## src/rtl/map_tile_renderer.sv

```systemverilog
// Tile renderer: walks the grid store and paints each cell as a TILE_W x TILE_H block
// of its palette colour through the vga_adapter plot interface (full map or one cell).
module map_tile_renderer #(
   parameter int GRID_W   = 20,
   parameter int GRID_H   = 15,
   parameter int TILE_W   = 8,
   parameter int TILE_H   = 8,
   parameter int CELL_W   = 2,
   parameter int COLOUR_W = 3,
   parameter int X_W      = 8,
   parameter int Y_W      = 7,
   parameter int X_OFF    = 0,
   parameter int Y_OFF    = 0,
   localparam int GX_W    = $clog2(GRID_W),
   localparam int GY_W    = $clog2(GRID_H),
   localparam int PAL_W   = COLOUR_W * (2 ** CELL_W)
) (
   input  logic                clock_50,
   input  logic                resetn,
   input  logic                start,
   input  logic                single,
   input  logic [GX_W-1:0]     req_x,
   input  logic [GY_W-1:0]     req_y,
   input  logic [PAL_W-1:0]    palette,
   output logic [GX_W-1:0]     grid_x,
   output logic [GY_W-1:0]     grid_y,
   output logic                grid_rd,
   input  logic [CELL_W-1:0]   grid_data,
   output logic [X_W-1:0]      vga_x,
   output logic [Y_W-1:0]      vga_y,
   output logic [COLOUR_W-1:0] colour,
   output logic                vga_plot,
   output logic                busy,
   output logic                done
);

   localparam int PX_W = (TILE_W > 1) ? $clog2(TILE_W) : 1;
   localparam int PY_W = (TILE_H > 1) ? $clog2(TILE_H) : 1;
   localparam int N_COL = 2 ** CELL_W;

   localparam logic [GX_W:0]     GRID_W_E = (GX_W + 1)'(GRID_W);
   localparam logic [GY_W:0]     GRID_H_E = (GY_W + 1)'(GRID_H);
   localparam logic [GX_W-1:0]   CX_LAST  = GX_W'(GRID_W - 1);
   localparam logic [GY_W-1:0]   CY_LAST  = GY_W'(GRID_H - 1);
   localparam logic [PX_W-1:0]   PX_LAST  = PX_W'(TILE_W - 1);
   localparam logic [PY_W-1:0]   PY_LAST  = PY_W'(TILE_H - 1);
   localparam logic [GX_W-1:0]   CX_ONE   = GX_W'(1);
   localparam logic [GY_W-1:0]   CY_ONE   = GY_W'(1);
   localparam logic [PX_W-1:0]   PX_ONE   = PX_W'(1);
   localparam logic [PY_W-1:0]   PY_ONE   = PY_W'(1);
   localparam logic [X_W-1:0]    X_OFF_C  = X_W'(X_OFF);
   localparam logic [Y_W-1:0]    Y_OFF_C  = Y_W'(Y_OFF);
   localparam logic [X_W-1:0]    TILE_W_C = X_W'(TILE_W);
   localparam logic [Y_W-1:0]    TILE_H_C = Y_W'(TILE_H);

   typedef enum logic [2:0] {
      S_IDLE  = 3'd0,
      S_FETCH = 3'd1,
      S_WAIT  = 3'd2,
      S_DRAW  = 3'd3,
      S_DONE  = 3'd4
   } state_t;

   function automatic logic [COLOUR_W-1:0] pal_lookup(input logic [PAL_W-1:0] pal,
                                                       input logic [CELL_W-1:0] code);
      logic [COLOUR_W-1:0] c;
      c = '0;
      for (int k = 0; k < N_COL; k++) begin
         c = (code == CELL_W'(k)) ? pal[k*COLOUR_W +: COLOUR_W] : c;
      end
      return c;
   endfunction

   function automatic logic [X_W-1:0] pix_x(input logic [GX_W-1:0] cx, input logic [PX_W-1:0] px);
      return X_OFF_C + X_W'(cx) * TILE_W_C + X_W'(px);
   endfunction

   function automatic logic [Y_W-1:0] pix_y(input logic [GY_W-1:0] cy, input logic [PY_W-1:0] py);
      return Y_OFF_C + Y_W'(cy) * TILE_H_C + Y_W'(py);
   endfunction

   state_t              state_q, state_d;
   logic                single_q, single_d;
   logic [GX_W-1:0]     cx_q, cx_d;
   logic [GY_W-1:0]     cy_q, cy_d;
   logic [PX_W-1:0]     px_q, px_d;
   logic [PY_W-1:0]     py_q, py_d;
   logic [GX_W-1:0]     grid_x_q, grid_x_d;
   logic [GY_W-1:0]     grid_y_q, grid_y_d;
   logic                grid_rd_q, grid_rd_d;
   logic [X_W-1:0]      vga_x_q, vga_x_d;
   logic [Y_W-1:0]      vga_y_q, vga_y_d;
   logic [COLOUR_W-1:0] colour_q, colour_d;
   logic                vga_plot_q, vga_plot_d;
   logic                busy_q, busy_d;
   logic                done_q, done_d;
   logic                req_bad_s;
   logic                tile_end_s;
   logic                frame_end_s;

   // Outputs are computed for the state being entered so they line up with it.
   always_comb begin
      state_d    = state_q;
      single_d   = single_q;
      cx_d       = cx_q;
      cy_d       = cy_q;
      px_d       = px_q;
      py_d       = py_q;
      grid_x_d   = grid_x_q;
      grid_y_d   = grid_y_q;
      grid_rd_d  = 1'b0;
      vga_x_d    = vga_x_q;
      vga_y_d    = vga_y_q;
      colour_d   = colour_q;
      vga_plot_d = 1'b0;
      busy_d     = 1'b0;
      done_d     = 1'b0;

      req_bad_s   = ({1'b0, req_x} >= GRID_W_E) || ({1'b0, req_y} >= GRID_H_E);
      tile_end_s  = (px_q == PX_LAST) && (py_q == PY_LAST);
      frame_end_s = single_q || ((cx_q == CX_LAST) && (cy_q == CY_LAST));

      case (state_q)
         S_IDLE: begin
            if (start) begin
               single_d = single;
               if (single && req_bad_s) begin
                  state_d = S_DONE;
                  done_d  = 1'b1;
               end else begin
                  cx_d      = single ? req_x : '0;
                  cy_d      = single ? req_y : '0;
                  state_d   = S_FETCH;
                  grid_rd_d = 1'b1;
                  grid_x_d  = cx_d;
                  grid_y_d  = cy_d;
                  busy_d    = 1'b1;
               end
            end else begin
               state_d = S_IDLE;
            end
         end
         S_FETCH: begin
            state_d = S_WAIT;
            busy_d  = 1'b1;
         end
         S_WAIT: begin
            // grid_data answers the read issued in FETCH during this cycle.
            colour_d   = pal_lookup(palette, grid_data);
            px_d       = '0;
            py_d       = '0;
            state_d    = S_DRAW;
            vga_plot_d = 1'b1;
            vga_x_d    = pix_x(cx_q, px_d);
            vga_y_d    = pix_y(cy_q, py_d);
            busy_d     = 1'b1;
         end
         S_DRAW: begin
            if (!tile_end_s) begin
               if (px_q == PX_LAST) begin
                  px_d = '0;
                  py_d = py_q + PY_ONE;
               end else begin
                  px_d = px_q + PX_ONE;
               end
               vga_plot_d = 1'b1;
               vga_x_d    = pix_x(cx_q, px_d);
               vga_y_d    = pix_y(cy_q, py_d);
               busy_d     = 1'b1;
            end else if (frame_end_s) begin
               state_d = S_DONE;
               done_d  = 1'b1;
            end else begin
               if (cx_q == CX_LAST) begin
                  cx_d = '0;
                  cy_d = cy_q + CY_ONE;
               end else begin
                  cx_d = cx_q + CX_ONE;
               end
               state_d   = S_FETCH;
               grid_rd_d = 1'b1;
               grid_x_d  = cx_d;
               grid_y_d  = cy_d;
               busy_d    = 1'b1;
            end
         end
         S_DONE: begin
            state_d = S_IDLE;
         end
         default: begin
            state_d = S_IDLE;
         end
      endcase
   end

   // State, counters and registered outputs; reset clears everything and abandons a frame.
   always_ff @(posedge clock_50) begin
      if (!resetn) begin
         state_q    <= S_IDLE;
         single_q   <= 1'b0;
         cx_q       <= '0;
         cy_q       <= '0;
         px_q       <= '0;
         py_q       <= '0;
         grid_x_q   <= '0;
         grid_y_q   <= '0;
         grid_rd_q  <= 1'b0;
         vga_x_q    <= '0;
         vga_y_q    <= '0;
         colour_q   <= '0;
         vga_plot_q <= 1'b0;
         busy_q     <= 1'b0;
         done_q     <= 1'b0;
      end else begin
         state_q    <= state_d;
         single_q   <= single_d;
         cx_q       <= cx_d;
         cy_q       <= cy_d;
         px_q       <= px_d;
         py_q       <= py_d;
         grid_x_q   <= grid_x_d;
         grid_y_q   <= grid_y_d;
         grid_rd_q  <= grid_rd_d;
         vga_x_q    <= vga_x_d;
         vga_y_q    <= vga_y_d;
         colour_q   <= colour_d;
         vga_plot_q <= vga_plot_d;
         busy_q     <= busy_d;
         done_q     <= done_d;
      end
   end

   assign grid_x   = grid_x_q;
   assign grid_y   = grid_y_q;
   assign grid_rd  = grid_rd_q;
   assign vga_x    = vga_x_q;
   assign vga_y    = vga_y_q;
   assign colour   = colour_q;
   assign vga_plot = vga_plot_q;
   assign busy     = busy_q;
   assign done     = done_q;

endmodule

```

## config.mk

```make
export PLATFORM = sky130hd
export DESIGN_NAME = map_tile_renderer
export DESIGN_NICKNAME = d
export VERILOG_FILES = /design/src/rtl/map_tile_renderer.sv
export SDC_FILE = /design/constraint.sdc
export NUM_CORES = 1
export LEC_CHECK = 0
export ABC_CLOCK_PERIOD_IN_PS = 2800
export CAP_MARGIN = 20
export CORE_UTILIZATION = 49
export CTS_CLUSTER_DIAMETER = 60
export DETAILED_ROUTE_END_ITERATION = 16
export GPL_TIMING_DRIVEN = 0
export PLACE_DENSITY = 0.85
export SLEW_MARGIN = 10
export SYNTH_ARGS = -nofsm -noshare
export SYNTH_HDL_FRONTEND = slang
export SYNTH_SLANG_ARGS = --single-unit
```

## constraint.sdc

```tcl
create_clock -name clock_50 -period 2.8 [get_ports clock_50]
set_input_delay 0.7 -clock clock_50 [delete_from_list [all_inputs] [get_ports clock_50]]
set_output_delay 0.7 -clock clock_50 [all_outputs]
set_load 0.01 [all_outputs]
```

Word level (Yosys, flattened, before mapping)
Cells that the tools add are included.
- add/subtract/negate cells: 6
- order comparisons: 2
- equality and inequality tests: 16
- multiplexer cells: 51
- reduce and logical (&&, ||, !) cells: 14
- operators with widths (cell ; count):
    3-bit two-way mux ; 16
    5-bit two-way mux ; 6
    4-bit two-way mux ; 6
    8-bit case mux with 2 select lines ; 1
    7-bit case mux with 2 select lines ; 1
    3-bit case mux with 2 select lines ; 2
    3-bit case mux with 4 select lines ; 1
    1-bit two-way mux ; 10
    2-bit != test, second input constant ; 5
    5-bit case mux with 2 select lines ; 1
    8-bit by 3-bit adder with 8-bit output ; 1
    8-bit two-way mux ; 1
    4-bit case mux with 2 select lines ; 1
    7-bit by 3-bit adder with 7-bit output ; 1
    7-bit two-way mux ; 1
    3-bit by 1-bit adder with 3-bit output, second input constant ; 2
    3-bit by 2-bit == test with 1-bit output, second input constant ; 2
    3-bit == test, second input constant ; 2
    1-bit case mux with 2 select lines ; 3
    6-bit AND reduction ; 1
    5-bit by 1-bit adder with 5-bit output, second input constant ; 1
    5-bit == test, second input constant ; 1
    5-bit >= comparator, second input constant ; 1
    5-bit AND reduction ; 1
    other kinds (15) ; 21
- register bits after elaboration: 41

Depth between registers and ports, before layout
Gate-level depths: netlist (run 1).
- depth after elaboration: 7
- gate-level depth with buffers: 8
- mapped depth without buffers: 7

Worst setup path after synthesis (run 1)
No wires, ideal clock.
- kind: reg-to-reg
- from: reg px_q[0]
- to: reg grid_y_q[0], in the netlist grid_y[0]
- arrival time: 1811 ps
- setup slack: 893 ps
- stages on the path, launching flop included: 9
- cell sequence: dfxtp_1 ha_1 ha_1 clkbuf_1 nand2_1 or2_1 a21o_4 a311o_1 o41ai_2
- cells in the longest elaborated chain, start to end: 4
- elaborated cells on any way between the ends: 5
- those cells by class: 3 x eq/ne; 2 x reduce/logical
- ends and longest elaborated chain (item ; RTL line ; text):
    start, declared ; 86 ; logic [PX_W-1:0] px_q, px_d;
    start signal, assigned ; 219 ; px_q <= px_d;
    3-bit == test (*) ; 120 ; tile_end_s = (px_q == PX_LAST) && (py_q == PY_LAST);
    1-bit logical AND (*) ; 120 ;
    4-bit != test (no source line) / 2-bit != test (equally long branches) ; - ;
    6-bit AND reduction (no source line) (*) ; - ;
    end signal, assigned ; 222 ; grid_y_q <= grid_y_d;
    end, declared ; 89 ; logic [GY_W-1:0] grid_y_q, grid_y_d;
Every way passes the cells marked *; elsewhere a longest branch is shown, timed or not.
A chain may end at the register's enable or synchronous reset.

Worst setup path in the final report (run 1)
- from: in req_y[0]
- to: reg grid_y_q[0], in the netlist grid_y[0]
- cells in the longest elaborated chain, start to end: 5
- elaborated cells on any way between the ends: 9
- those cells by class: 1 x order compare; 1 x eq/ne; 4 x mux; 3 x reduce/logical
- ends and longest elaborated chain (item ; RTL line ; text):
    start, declared ; 23 ; input logic [GY_W-1:0] req_y,
    4-bit >= comparator ; 119 ; req_bad_s = ({1'b0, req_x} >= GRID_W_E) || ({1'b0, req_y} >= GRID_H_E);
    1-bit logical OR ; 119 ;
    1-bit logical AND ; 127 ; if (single && req_bad_s) begin
    2-bit != test (no source line) ; - ;
    6-bit AND reduction (no source line) ; - ;
Several ways; a longest one is shown, not always the timed one. The select of a mux whose other input is x is not followed.

==> impl_metrics.tcl, run 1 <==
set metrics [dict create \
    register_area_um2 701 \
    wirelength_um 4370 \
    pre_cts_slack_ns 0.270 \
    hold_viol 0 \
    root_buffer "clkbuf_4" \
    antenna_cells 0 \
    rsz0062_at_grt "false" \
    max_slew_margin 0.613 \
    p_int_uw 865 \
    multiInputGateArea_um2 990 \
    ys_ff_latch 35 \
    synthCells 196 \
    crit_type "in2reg" \
    max_stage_delay_ns 0.46 \
    clock_sinks 35 \
    ir_drop_mv 0.281 \
    comb_power_share 0.241 \
    arrival_ns 2.42 \
    drv_cap 0 \
    ys_seq_area_frac 0.396 \
    start_util 0.522 \
    setup_viol_count_final 0 \
    placementRows 21 \
    cp.required_ns 3.04 \
    yosysMostFrequentCell "dfxtp_1" \
    hold-worst-slack_ns 0.465 \
    cts.htree.levels 2 \
    dieArea_um2 3850 \
    finalWeightedCongestion 0.870 \
    yosys.area.top_type "dfxtp_1" \
    dp_hpwl_um 3210 \
    clock_path_buffers 2 \
    async_flop_share 0 \
    skew_ns 0.0181 \
    grt_pass1_vias 1482 \
    synth-main-ff-cell "dfxtp_1" \
    ys_types 45 \
    gr-total-overflow 0 \
    placement.io_buffers 57 \
    grt_first_pass_wirelength_um 6780 \
    dr_total_vias 1720 \
    synth_edf_count 0 \
    avgSynthCellArea_um2 9.02 \
    leakagePower_nw 0.901 \
    grtUsageTotal 0.244 \
    crit_chain "clkdlybuf4s50_1, and3_1, a31oi_1, o21a_2, nand2_1, o41ai_2" \
    drcViolationCount 0 \
    slowest_stage "clkdlybuf4s50_1" \
    fin_crit_sh 0.779 \
    syn_area_um2 1770 \
    max_freq_mhz 458 \
    core_um2 3390 \
    area_delta_synth_final_pct 39.8 \
    die_w_um 62.1 \
    cp-end-kind "register" \
    worstPathMaxFanout 8 \
    tightest_slew_ns 0.579 \
    cp_num_buf_inv 1 \
    numCtsBuffers 5 \
    routedWlPerCell_um 14.3 \
    fin_ws_ns 0.618 \
    nFillCells 266 \
    cts_resized 0 \
    syn-num-nets 230 \
    grt_antenna_before_repair 0 \
    yosysWarnings 0 \
    postCtsSetupBuffers 0 \
    slew_violations 0 \
    pwr-share-clk 0.292 \
    drtIter0Drc 147 \
    hp-class "reg2reg" \
    grt_max_degree 12 \
    die-height_um 62.1 \
    via_per_inst 5.62 \
    stdcell_count 306 \
    clock_latency_ns 0.34 \
    critPathTopFamily "compound AO/OA/AOI/OAI gates" \
    status "finished, final reports clean" \
    cp-start-kind "input port" \
    nets 294 \
    first_pass_iters 4 \
    switching_power_uw 349 \
    top_level_ports 58 \
    antenna_left 0 \
    synth_area_leaders "dfxtp_1 40%, a21oi_1 6.5%, nand2_1 6.2%" \
    period_minus_slack_ns 2.18 \
    p_seq_frac 0.467 \
    drive_above_1_share 0.0923 \
    clk_pin_slew_ns 0.11 \
    cts_tree "done" \
    swShare 0.288 \
    place_inst 299 \
    power.density_nw_per_um2 491 \
    yosys.area.top_type_share 0.396 \
    fin_tns_setup_ns 0 \
    hold_buffers 0 \
    synthTopCellsByCount "35 x dfxtp_1, 29 x nand2_1, 23 x a21oi_1" \
]
-- area by class of cell --
class / count / share of cell area
multi-input combinational: 144 / 0.401
sequential: 35 / 0.284
timing repair buffer: 57 / 0.231
tap: 46 / 0.0233
buffer: 10 / 0.0208
clock buffer: 5 / 0.0152
clock inverter: 2 / 0.0152
inverter: 7 / 0.0106
-- power by group through the flow --
stage	Clock, mW	Sequential [mW]	Combinational [mW]
after floorplan	0	0.583	0.155
after detailed placement	0	0.578	0.290
after global routing	0.383	0.572	0.319
final	0.354	0.567	0.293
after global placement	0	0.578	0.286
after CTS	0.357	0.567	0.292
-- path summary, 6_finish.rpt --
check	to	cells past startpoint	start	slack, ns
max	grid_y[0]	6	req_y[0]	0.62
min	vga_x[7]	2	vga_x[7]	0.46
max reg2reg	grid_y[0]	8	px_q[0]	0.67
min reg2reg	vga_x[7]	2	vga_x[7]	0.46
-- sequential cells by signal, indices dropped and copies added, names as in the netlist --
name      flops
colour        3
state_q       3
vga_y         5
grid_rd       1
busy          1
done          1
vga_x         6
vga_plot      1
py_q          2
px_q          2
single_q      1
grid_x        5
grid_y        4
-- cells by family (layout without fill, tap and decap cells) --
logic type / Yosys count / in the layout / synth area share
AND/OR/NAND/NOR: 67 / 67 / 0.176
AO/OA/AOI/OAI: 59 / 59 / 0.253
flip-flops: 35 / 35 / 0.396
buffers and inverters: 17 / 81 / 0.0439
adder cells (fa/ha/maj): 7 / 7 / 0.0495
multiplexers: 7 / 7 / 0.0609
XOR/XNOR: 4 / 4 / 0.0198
-- cell usage in the layout, fill, tap and decap left out, types with 4 or more instances in the layout --
master / n
a21oi_1: 23
clkbuf_4: 5
nor2_1: 16
a31oi_1: 4
ha_1: 7
a211oi_1: 4
clkbuf_1: 6
inv_1: 7
a311oi_1: 4
mux2i_1: 4
o21ai_0: 6
clkdlybuf4s50_1: 57
nand2_1: 29
dfxtp_1: 35
nand3_1: 7
-- worst min-delay path: cells and delay by family (launching register included) --
kind | cells | cell delay [ns]
DFF | 1 | 0.33
and+or+nand+nor | 1 | 0.05
AOI/OAI and AO/OA | 1 | 0.05
-- per-stage QoR --
| stage | area [µm²] | utilization | total power, mW |
|---|---|---|---|
| detailed placement | 2400 | 0.707 | 0.868 |
| CTS | 2470 | 0.729 | 1.22 |
| floorplan | 1770 | - | 0.738 |
| global route | 2470 | 0.729 | 1.27 |
| global placement | 2400 | 0.707 | 0.863 |
| finish | 2470 | 0.729 | 1.21 |
-- metal layers --
layer | global-route usage | part of all wire | up-vias
met1 | 0.317 | 0.46 | 786
li1 | - | - | 847
met2 | 0.392 | 0.46 | 80
met3 | 0.0745 | 0.070 | 7
met4 | 0.0698 | 0.012 | 0
met5 | 0 | 0 | -
No activity file was read; power rests on OpenSTA's default activity.
==> inputs of run 2 (changes only) <==
--- a/config.mk
+++ b/config.mk
@@ -5,13 +5,13 @@
 export SDC_FILE = /design/constraint.sdc
 export NUM_CORES = 1
 export LEC_CHECK = 0
-export ABC_CLOCK_PERIOD_IN_PS = 2800
+export ABC_CLOCK_PERIOD_IN_PS = 2200
 export CAP_MARGIN = 20
-export CORE_UTILIZATION = 49
+export CORE_UTILIZATION = 45
 export CTS_CLUSTER_DIAMETER = 60
 export DETAILED_ROUTE_END_ITERATION = 16
 export GPL_TIMING_DRIVEN = 0
-export PLACE_DENSITY = 0.85
+export PLACE_DENSITY = 0.79
 export SLEW_MARGIN = 10
 export SYNTH_ARGS = -nofsm -noshare
 export SYNTH_HDL_FRONTEND = slang
==> constraint.sdc (replaced) <==
create_clock -name clock_50 -period 2.2 [get_ports clock_50]
set_input_delay 0.55 -clock clock_50 [delete_from_list [all_inputs] [get_ports clock_50]]
set_output_delay 0.55 -clock clock_50 [all_outputs]
set_load 0.01 [all_outputs]
==> run 2 against run 1 <==
  * Clock skew is 0.011 ns lower
  * First-iteration DRC count is 9.5% higher
  * Combinational power is 28% higher
  * Register-to-register slack worse by 0.50 ns
  * Utilization is 5.2 points lower
  * Count of clock-buffer cells in the layout is 1 higher
  * Worst setup slack worse by 0.51 ns
  * Wire length is 1.1% lower
  * Critical path depth stayed put
  * Highest routed layer unchanged
==> impl_metrics.tcl, run 2 (synthesized netlist as in run 1, its figures left out) <==
set metrics [dict create \
    max_freq_mhz 478 \
    dpl_cell_area_um2 2400 \
    drive_above_1_share 0.100 \
    die-height_um 64.7 \
    placementRows 22 \
    min_to "vga_y[5]" \
    power.density_nw_per_um2 673 \
    critPathTopFamily "compound AO/OA/AOI/OAI gates" \
    rrSetupSlack_ns 0.17 \
    dr_total_vias 1720 \
    status "finished, final reports clean" \
    cp-start-kind "input port" \
    dieArea_um2 4180 \
    start_util 0.476 \
    whs_path_depth 2 \
    period_minus_slack_ns 2.09 \
    crit_path_start "req_x[3]" \
    tightest_slew_ns 0.611 \
    top_level_ports 58 \
    final_common_cell "clkdlybuf4s50_1" \
    postCtsSetupBuffers 0 \
    cp.required_ns 2.39 \
    grtUsageTotal 0.224 \
    grt_antenna_before_repair 0 \
    power_mw 1.69 \
    cts_tree "done" \
    fin_ws_ns 0.107 \
    final_cell_area_um2 2520 \
    ir_drop_mv 0.310 \
    drtIter0Drc 161 \
    antenna_cells 0 \
    final_cell_mix "57 x clkdlybuf4s50_1, 35 x dfxtp_1, 29 x nand2_1" \
    numCtsBuffers 5 \
    dp_hpwl_um 3150 \
    core_um2 3720 \
    pre_cts_slack_ns -0.167 \
    crit_type "in2reg" \
    area_delta_synth_final_pct 42.3 \
    hold_buffers 0 \
    via_per_inst 5.58 \
    fin_crit_sh 0.951 \
    first_pass_iters 4 \
    cp-end-kind "register" \
    gr-total-overflow 0 \
    max_slew_margin 0.593 \
    stdcell_count 308 \
    hold_viol 0 \
    rsz0062_at_grt "false" \
    skew_ns 0.00737 \
    hp-class "reg2reg" \
    register_area_um2 701 \
    slew_violations 0 \
    placement.io_buffers 57 \
    grt_pass1_vias 1606 \
    nets 293 \
    clock_path_buffers 2 \
    nFillCells 314 \
    arrival_ns 2.28 \
    largest_reg_flops 6 \
    drv_cap 0 \
    worstPathMaxFanout 8 \
    crit_chain "clkdlybuf4s50_1, o211a_1, a31oi_1, o21a_2, nand2_1, o41ai_2" \
    max_stage_delay_ns 0.43 \
    setup_viol_count_final 0 \
    reg2reg_to "grid_y[0]" \
    cp_num_buf_inv 1 \
    die_w_um 64.7 \
    clock_latency_ns 0.28 \
    clk_pin_slew_ns 0.07 \
    routedWlPerCell_um 14.0 \
    slowest_stage "clkdlybuf4s50_1" \
    r2r.worst_path.cells 7 \
    antenna_left 0 \
    leakagePower_nw 0.925 \
    r2r_start "px_q[0]" \
    hold_start "vga_y[5]" \
    multiInputGateArea_um2 993 \
    place_inst 301 \
    grt_max_degree 12 \
    cts.htree.levels 2 \
    root_buffer "clkbuf_8" \
    clock_sinks 35 \
    wirelength_um 4320 \
    drcViolationCount 0 \
    grt_first_pass_wirelength_um 7110 \
    finalWeightedCongestion 0.824 \
]
run 2: changes by cell type in the layout (fill, tap and decap cells not counted), sizes merged:
| cell | change |
|---|---|
| clkinv | +1 |
| clkinvlp | -1 |
run 2: what timing repair did:
action | CTS | global route
endpoints found under the hold margin | 0 | 0
gates resized for setup | 0 | 1
setup endpoints to repair | 0 | 13
run 2: metal layers:
metal	GRT usage	routed length (µm)	share of wire	vias to the layer above
li1	-	-	-	843
met1	0.279	2030	0.47	793
met2	0.359	1930	0.45	73
met3	0.0546	272	0.063	11
met4	0.108	90	0.021	0
met5	0	0	0	-
run 2: cell type report:
type                    count  area share
inverters                   7      0.0104
clock buffers               6      0.0328
clock inverters             2      0.0139
multi-input cells         144       0.395
repair buffers             57       0.227
flip-flops and latches     35       0.278
well taps                  48      0.0239
plain buffers               9      0.0189
run 2: through the flow:
step	hold WS, ns	setup TNS (ns)	utilization
2_1_floorplan	0.481	0	-
3_3_place_gp	0.448	-0.847	0.645
3_5_place_dp	0.450	-0.905	0.645
4_1_cts	0.460	0	0.677
5_1_grt	0.479	0	0.677
6_report	0.457	0	0.677
run 2: worst max path at each step:
stage                end  slack [ns]  depth (start not counted)
2_1_floorplan  grid_y[0]        0.29                          8
3_3_place_gp   grid_x[3]       -0.17                          6
3_5_place_dp   grid_y[0]       -0.17                          6
4_1_cts         vga_x[6]        0.02                          8
5_1_grt        grid_x[0]        0.01                          6
6_report       grid_y[0]        0.11                          6
run 2: where the power goes:
group	total (mW)	internal, mW	switching [mW]
logic	0.374	0.194	0.180
registers	0.722	0.675	0.0467
clock network	0.597	0.367	0.231
run 2: worst register-to-register path: stages, from the launching register on:
cell and delay (ns):
dfxtp_1 0.39, ha_1 0.17, ha_1 0.30, nand2_1 0.22
or2_1 0.27, a21o_4 0.25, a311o_1 0.28, o41ai_2 0.06
==> inputs of run 3 (changes only) <==
--- a/config.mk
+++ b/config.mk
@@ -7,12 +7,14 @@
 export LEC_CHECK = 0
 export ABC_CLOCK_PERIOD_IN_PS = 2200
 export CAP_MARGIN = 20
-export CORE_UTILIZATION = 45
+export CORE_UTILIZATION = 47
+export CTS_BUF_LIST = sky130_fd_sc_hd__clkbuf_4
 export CTS_CLUSTER_DIAMETER = 60
 export DETAILED_ROUTE_END_ITERATION = 16
 export GPL_TIMING_DRIVEN = 0
-export PLACE_DENSITY = 0.79
+export PLACE_DENSITY = 0.82
 export SLEW_MARGIN = 10
 export SYNTH_ARGS = -nofsm -noshare
 export SYNTH_HDL_FRONTEND = slang
 export SYNTH_SLANG_ARGS = --single-unit
+export TNS_END_PERCENT = 5
==> run 3 against run 2 <==
  * Non-clock buffer count is 1 higher
  * Sequential power hardly changed
  * Global-route usage is 0.90 points higher
  * Critical path depth is 2 higher
  * Cell count is 0.32% lower
  * Die area is 4.1% lower
  * Worst hold slack better by 0.0079 ns
  * Cell area is 0.60% lower
  * Clock power is 1% lower
  * Via count is 3.4% lower
  * Count of clock-buffer cells in the layout is 1 lower
  * First-iteration DRC count is 29% lower
  * Largest cell class unchanged
==> impl_metrics.tcl, run 3 (synthesized netlist as in run 1, its figures left out) <==
set metrics [dict create \
    top_level_ports 58 \
    cp-start-kind "register" \
    cts.htree.levels 2 \
    power_mw 1.68 \
    clk_pin_slew_ns 0.12 \
    grt_pass1_vias 1564 \
    max_freq_mhz 471 \
    largest_reg_flops 6 \
    ir_drop_mv 0.398 \
    max_stage_delay_ns 0.40 \
    grt_antenna_before_repair 0 \
    clock_sinks 35 \
    core_um2 3470 \
    crit_top_cell "ha_1" \
    final_common_cell "clkdlybuf4s50_1" \
    cp-end-kind "register" \
    cp.required_ns 2.46 \
    arrival_ns 2.38 \
    die_w_um 63.3 \
    period_minus_slack_ns 2.12 \
    gr-total-overflow 0 \
    placement.io_buffers 57 \
    placementRows 21 \
    first_pass_iters 4 \
    wirelength_um 4300 \
    rsz0062_at_grt "true" \
    grt_first_pass_wirelength_um 7240 \
    slew_violations 0 \
    antenna_left 0 \
    drive_above_1_share 0.0958 \
    max_slew_margin 0.627 \
    tightest_slew_ns 0.557 \
    die-height_um 63.3 \
    start_util 0.510 \
    dr_total_vias 1661 \
    fin_crit_sh 0.965 \
    grt_max_degree 13 \
    crit_chain "ha_1, ha_1, clkbuf_1, nand2_1, or2_1, a21o_4, a311o_1, o41ai_2" \
    final_cell_area_um2 2500 \
    hp-class "reg2reg" \
    finalWeightedCongestion 0.904 \
    drtIter0Drc 114 \
    slowest_stage "dfxtp_1" \
    worstPathMaxFanout 8 \
    critPathTopFamily "compound AO/OA/AOI/OAI gates" \
    dp_hpwl_um 3230 \
    power.density_nw_per_um2 673 \
    dpl_cell_area_um2 2400 \
    crit_type "reg2reg" \
    cp_num_buf_inv 1 \
    clock_latency_ns 0.36 \
    setup_viol_count_final 0 \
    drv_cap 0 \
    status "finished, final reports clean" \
    hold_viol 0 \
    antenna_cells 0 \
    drcViolationCount 0 \
    cts_tree "done" \
    routedWlPerCell_um 14.0 \
    root_buffer "clkbuf_4" \
    dieArea_um2 4010 \
    clock_path_buffers 2 \
    grtUsageTotal 0.233 \
    nets 294 \
    hold_buffers 0 \
    utilization 0.721 \
    final_cell_mix "57 x clkdlybuf4s50_1, 35 x dfxtp_1, 29 x nand2_1" \
    numCtsBuffers 5 \
    via_per_inst 5.41 \
    skew_ns 0.0111 \
    leakagePower_nw 0.916 \
    area_delta_synth_final_pct 41.5 \
]
[run 3: worst min-delay path, cell delays in order, from the launching register on]
cell	delay, ns
dfxtp_1	0.33
nand2_1	0.05
a21oi_1	0.05
[run 3: final timing paths]
| kind | to | from | cells past startpoint | slack (ns) |
|---|---|---|---|---|
| min | vga_x[5] | vga_x[5] | 2 | 0.46 |
| max | grid_y[0] | px_q[0] | 8 | 0.08 |
| max reg2reg | grid_y[0] | px_q[0] | 8 | 0.08 |
| min reg2reg | vga_x[5] | vga_x[5] | 2 | 0.46 |
[run 3: power breakdown]
| group | total (mW) | internal, mW | switching [mW] |
|---|---|---|---|
| logic | 0.371 | 0.193 | 0.178 |
| registers | 0.722 | 0.675 | 0.0467 |
| clock network | 0.589 | 0.353 | 0.236 |
| total | 1.68 | 1.22 | 0.461 |
[run 3: area by class of cell]
cell class                 count  area (µm²)
buffer                        10        51.3
clock inverter                 3        67.6
fill                         278         967
clock buffer                   5        37.5
inverter                       7        26.3
tap                           46        57.6
multi-input combinational    144         990
sequential                    35         701
timing repair buffer          57         571
[run 3: repair_timing]
| action | in CTS | in global routing |
|---|---|---|
| setup endpoints to repair | 0 | 15 |
| gates resized for setup | 0 | 0 |
| setup buffers | 0 | 0 |
[run 3: metrics by stage]
stage	setup slack (ns)	TNS (ns)	cells	hold WS (ns)
global placement	-0.189	-1.00	299	0.442
detailed placement	-0.212	-1.22	299	0.450
CTS	0.0946	0	307	0.466
finish	0.0780	0	307	0.465
floorplan	0.293	0	196	0.481
global route	-0.0977	-0.922	307	0.483
[run 3: routing by layer]
layer / vias up / GRT usage / share of wire
met5: - / 0 / 0
met4: 0 / 0.105 / 0.0074
met1: 765 / 0.304 / 0.47
met3: 4 / 0.0562 / 0.052
li1: 846 / - / -
met2: 46 / 0.359 / 0.47
